===== config.mk =====
export PLATFORM = sky130hd
export DESIGN_NAME = controlador_envase_param
export DESIGN_NICKNAME = d
export VERILOG_FILES = /design/src/rtl/envase_pkg.sv /design/src/rtl/contador_mod_n.sv /design/src/rtl/controlador_envase_param.sv
export SDC_FILE = /design/constraint.sdc
export NUM_CORES = 1
export LEC_CHECK = 0
export ABC_AREA = 1
export CORE_AREA = 2 2 74 76
export DETAILED_ROUTE_END_ITERATION = 10
export DIE_AREA = 0 0 76 78
export DONT_BUFFER_PORTS = 1
export GPL_TIMING_DRIVEN = 0
export HOLD_SLACK_MARGIN = 0.08
export PLACE_DENSITY = 0.64
export SLEW_MARGIN = 20
export SYNTH_ARGS = -nofsm -noshare
export SYNTH_HDL_FRONTEND = slang
export SYNTH_SLANG_ARGS = --single-unit

===== constraint.sdc =====
create_clock -name clk -period 3.37 [get_ports clk]
set_clock_uncertainty 0.1 [all_clocks]
set_input_delay 0.1685 -clock clk [delete_from_list [all_inputs] [get_ports clk]]
set_output_delay 0.1685 -clock clk [all_outputs]
set_load 0.1 [all_outputs]

===== src/rtl/envase_pkg.sv =====
// Shared definitions for the fill/seal line controller: FSM state encoding.
package envase_pkg;

    localparam int unsigned STATE_W = 3;

    typedef enum logic [STATE_W-1:0] {
        IDLE  = 3'd0,
        MOVE  = 3'd1,
        FILL  = 3'd2,
        SEAL  = 3'd3,
        ALARM = 3'd4
    } state_t;

endpackage


===== src/rtl/contador_mod_n.sv =====
// Modulo-N up counter with synchronous clear; wrap flags the increment that rolls N-1 back to 0.
module contador_mod_n #(
    parameter int unsigned N = 12,
    parameter int unsigned W = 4
) (
    input  logic         clk,
    input  logic         clr,
    input  logic         inc,
    output logic [W-1:0] q,
    output logic         wrap
);

    assign wrap = inc && (q == W'(N - 1));

    always_ff @(posedge clk) begin
        if (clr) begin
            q <= '0;
        end else if (inc) begin
            q <= wrap ? '0 : q + W'(1);
        end
    end

endmodule


===== src/rtl/controlador_envase_param.sv =====
// Fill/seal line controller: conveyor/valve/sealer FSM, saturating cork reservoir
// with auto-refill, and units/dozens batch counting.
module controlador_envase_param
    import envase_pkg::*;
#(
    parameter int unsigned CW           = 7,
    parameter int unsigned CORK_MAX     = 99,
    parameter int unsigned MIN_CORKS    = 5,
    parameter int unsigned REFILL_AMT   = 20,
    parameter int unsigned DOZEN_MAX    = 10,
    parameter int unsigned DW           = 4,
    parameter int unsigned SEAL_TIMEOUT = 8
) (
    input  logic                clk,
    input  logic                clr,
    input  logic                en,
    input  logic                pg,
    input  logic                ch,
    input  logic                cq,
    input  logic                op_load,
    input  logic [CW-1:0]       op_amount,
    output logic                m,
    output logic                ev,
    output logic                ve,
    output logic                al,
    output logic [STATE_W-1:0]  state,
    output logic [CW-1:0]       cork_count,
    output logic [3:0]          units,
    output logic [DW-1:0]       dozens,
    output logic                batch_done
);

    localparam int unsigned XW = CW + 2;
    localparam int unsigned TW = $clog2(SEAL_TIMEOUT + 1);

    state_t        st, st_nxt;
    logic [TW-1:0] seal_tmr;
    logic          en_prev, en_rise, seal_ok, timeout, auto_refill;
    logic          cnt_clr, units_wrap, dozens_wrap;
    logic [XW-1:0] cork_sum;
    logic [CW-1:0] cork_nxt;

    assign state       = st;
    assign en_rise     = en & ~en_prev;
    assign seal_ok     = (st == SEAL) & cq;
    assign timeout     = (st == SEAL) & ~cq & (seal_tmr == TW'(SEAL_TIMEOUT - 1));
    assign auto_refill = (cork_count < CW'(MIN_CORKS)) & ~op_load;
    assign cnt_clr     = clr | en_rise;

    always_comb begin
        st_nxt = st;
        case (st)
            IDLE:    if (en) st_nxt = (cork_count == '0) ? ALARM : MOVE;
            MOVE: begin
                if (!en)                     st_nxt = IDLE;
                else if (cork_count == '0)   st_nxt = ALARM;
                else if (pg)                 st_nxt = FILL;
            end
            FILL:    if (ch) st_nxt = SEAL;
            SEAL: begin
                if (cq)                      st_nxt = en ? MOVE : IDLE;
                else if (timeout)            st_nxt = ALARM;
            end
            ALARM:   if (!en && cork_count != '0) st_nxt = IDLE;
            default: st_nxt = IDLE;
        endcase
    end

    // Widened sum so load + refill cannot overflow before the clamp to CORK_MAX.
    always_comb begin
        cork_sum = XW'(cork_count);
        if (op_load)     cork_sum = cork_sum + XW'(op_amount);
        if (auto_refill) cork_sum = cork_sum + XW'(REFILL_AMT);
        if (seal_ok && cork_sum != '0) cork_sum = cork_sum - XW'(1);
        cork_nxt = (cork_sum > XW'(CORK_MAX)) ? CW'(CORK_MAX) : cork_sum[CW-1:0];
    end

    always_ff @(posedge clk) begin
        if (clr) begin
            st         <= IDLE;
            m          <= 1'b0;
            ev         <= 1'b0;
            ve         <= 1'b0;
            al         <= 1'b0;
            cork_count <= '0;
            seal_tmr   <= '0;
            en_prev    <= 1'b0;
            batch_done <= 1'b0;
        end else begin
            st         <= st_nxt;
            m          <= (st_nxt == MOVE);
            ev         <= (st_nxt == FILL);
            ve         <= (st_nxt == SEAL);
            al         <= (st_nxt == ALARM);
            cork_count <= cork_nxt;
            seal_tmr   <= (st == SEAL && st_nxt == SEAL) ? seal_tmr + TW'(1) : '0;
            en_prev    <= en;
            batch_done <= dozens_wrap & ~en_rise;
        end
    end

    contador_mod_n #(.N(12), .W(4)) u_units (
        .clk  (clk),
        .clr  (cnt_clr),
        .inc  (seal_ok),
        .q    (units),
        .wrap (units_wrap)
    );

    contador_mod_n #(.N(DOZEN_MAX), .W(DW)) u_dozens (
        .clk  (clk),
        .clr  (cnt_clr),
        .inc  (units_wrap),
        .q    (dozens),
        .wrap (dozens_wrap)
    );

endmodule


==> results.yml <==
outcome:
  run_status: "finished, final reports clean"
worst_hold_path:
  timing.hold.worst.start: "en"
  min_path_type: "primary input to flop"
  hold-path-cell-count: 3
detailed_routing:
  drt_pre_antenna_iters: 4
  routed-via-count: 1805
  drt_wl_total_um: 4230
  drc: 0
  vias_per_cell: 4.84
  post_drt_wl_per_cell_um: 11.3
  drt_first_iter_violations: 61
  detail_route_antenna_nets: 0
floorplanning:
  core_area_mm2: 0.00504
  die_area_mm2: 0.00593
  die_w_um: 76
  die_height_um: 78
  ios: 37
  start_util: 0.398
  rows: 26
yosys:
  netlist-cell-type-count: 35
  cell_types_occupying_the_most_area_after_synthesis: "dfxtp_1 28%, nand2_1 11%, inv_1 8.8%"
  post-synth-top-area-fraction: 0.279
  synth.yosys.seq_area_share: 0.279
  yosys_warnings: 0
  syn_area_mm2: 0.00201
  postSynthRegisterBits: 28
  synthFlopType: "dfxtp_1"
  synthesis.instances: 294
  synth_nets: 322
  synth_area_per_cell_um2: 6.83
  synth-edff-count: 0
  synth_top_cell_by_area: "dfxtp_1"
  async_flop_share: 0
sta:
  final.hold.worst_slack_ns: 0.0868
  layout_min_cycle_time_ns: 3.12
  maxSlewHeadroom: 0.268
  final-setup-viol-count: 0
  max_freq_mhz: 320
  final.setup.tns_ns: 0
  transition_time_of_the_tightest_slew_check_pin_ns: 1.10
  final_max_slew_viol_count: 0
  fin_crit_sh: 0.927
  finalHoldViolCount: 0
  unrepaired_setup_endpoints_after_global_routing: "false"
critical_path:
  start_kind: "flop"
  timing.setup.critical_path_class: "flop to flop"
  worstPathRequired_ns: 3.49
  slowest_stage: "dfxtp_1"
  cp_max_fo: 6
  worstSetupEndpointType: "flop"
  slowest_delay_ns: 1.04
  crit_start: "cork_count[5]"
  critPathArrivalTime_ns: 3.24
  ff2ff_path_depth: 16
  critical_path.reg2reg.startpoint: "cork_count[5]"
  path_cells: "ha_1, a21oi_1, nand4_1, nand3_2, nand2_2, nor2_2, nand3_4, nand2_4, inv_4, nand2_1, nand2_1, nor2_2, nand2_2, nand3_1, nand2_1, inv_1"
  cpMostUsedCell: "nand2_1"
global_route:
  grt_first_pass_wirelength_um: 7290
  antenna_violations_before_repair: 0
  grt-ovfl-total: 0
  largest_net_degree_at_the_start_of_global_routing: 16
  track_usage: 0.147
  number_of_global_route_vias_before_repair: 1641
cts:
  root_driver: "clkbuf_8"
  post-cts-setup-buffers: 0
  max-clock-path-buffers: 2
  tritoncts_num_sinks: 28
  cts_tree: "done"
  worstSkewPairLatency_ns: 0.28
  tritoncts_buffer_count: 3
  register_clock_pin_slew_on_the_reported_worst_setup_and_hold_paths_ns: 0.09
  ctsHtreeMaxLevel: 1
final_layout:
  antenna-diode-count: 0
  layout-drive-gt1-share: 0.155
  final_nets: 332
  area_growth_pct: 10.3
place:
  globalplace.congestion: 0.821
  port_buffers: 0
  place_hpwl_um: 3340
power_and_ir_drop:
  cell_area_power_density_mw_per_mm2: 751
  power_leakage_uw: 0.00105
  max-vdd-ir-drop_v: 0.000432
job:
  max_cap_violations: 0
[critical path, delay by kind of cell (launching register included)]
family	cells	cell delay, ns
compound gates	1	0.23
fa+ha+maj	1	0.46
buf+inv	2	0.12
flops	1	1.04
simple gates	12	1.12
[per-stage QoR]
step / setup WS [ns] / power (uW) / util / cell area [um^2] / instances
floorplan: 0.0375 / 1320 / - / 2010 / 294
global placement: -0.195 / 1440 / 0.416 / 2100 / 364
detailed placement: -0.225 / 1450 / 0.416 / 2100 / 364
CTS: 0.125 / 1670 / 0.437 / 2210 / 373
global route: 0.0144 / 1800 / 0.439 / 2210 / 373
finish: 0.247 / 1660 / 0.439 / 2210 / 373
[state kept, by name, summed over array words and instances, names as in the netlist]
register,count
cork_count,7
seal_tmr,4
u_dozens.q,4
u_units.q,4
state,3
al,1
batch_done,1
en_prev,1
ev,1
m,1
ve,1
[path summary, 6_finish.rpt]
check | end | slack (ns)
worst min-delay path | m | 0.09
worst max-delay path | cork_count[1] | 0.25
worst min register to register | seal_tmr[0] | 0.37
worst max register to register | cork_count[1] | 0.25
[power breakdown]
part | internal, uW | switching (uW) | total, uW
sequential | 382 | 353 | 735
combinational | 257 | 467 | 724
clock | 105 | 100 | 205
total | 743 | 921 | 1660
[cell usage after synthesis, types with 2 or more instances]
| cell | count |
|---|---|
| nand2_1 | 61 |
| inv_1 | 47 |
| nor2_1 | 30 |
| dfxtp_1 | 28 |
| nand3_1 | 19 |
| ha_1 | 13 |
| a21oi_1 | 12 |
| nand2_2 | 10 |
| nand4_1 | 10 |
| o21ai_0 | 10 |
| nor3_1 | 9 |
| nand3_2 | 7 |
| inv_2 | 5 |
| nand2_4 | 4 |
| xor2_1 | 4 |
| clkinv_1 | 3 |
| nor2_2 | 3 |
| nor3b_1 | 2 |
[kinds of logic (layout without fill, tap and decap cells)]
logic type,count (synthesis),after routing,share of synthesized area
AO/OA/AOI/OAI,30,30,0.0897
XOR/XNOR,5,5,0.0218
adder cells (fa/ha/maj),14,14,0.0910
buffers and inverters,57,66,0.110
flip-flops,28,28,0.279
AND/OR/NAND/NOR,160,160,0.409
[layout by cell type (no fill, tap or decap), drive strengths merged, types with 5 or more instances in the layout]
cell type	n
dlygate4sd3	5
nand2	75
a21oi	13
nand4	10
o21ai	12
inv	53
nor3	9
ha	13
nor2	35
dfxtp	28
nand3	27
[timing repair]
| action | in CTS | in global routing |
|---|---|---|
| resized for setup | 4 | 5 |
| hold buffers | 5 | 0 |
| pin swaps | 0 | 0 |
| endpoints found under the setup margin | 7 | 9 |
| endpoints found under the hold margin | 14 | 0 |
[area by class of cell]
cell class / count / area [um^2]
repair buffers: 5 / 50.0
plain buffers: 1 / 7.51
multi-input cells: 209 / 1230
flip-flops and latches: 28 / 574
clock buffers: 4 / 55.1
fillers: 525 / 2830
well taps: 70 / 87.6
inverters: 56 / 213
[per-layer routing]
metal	up-vias	track usage	share of wire
li1	963	-	-
met1	796	0.190	0.48
met2	41	0.250	0.46
met3	5	0.0244	0.042
met4	0	0.0491	0.014
met5	-	0	0
Power figures use the tool's default switching activity.
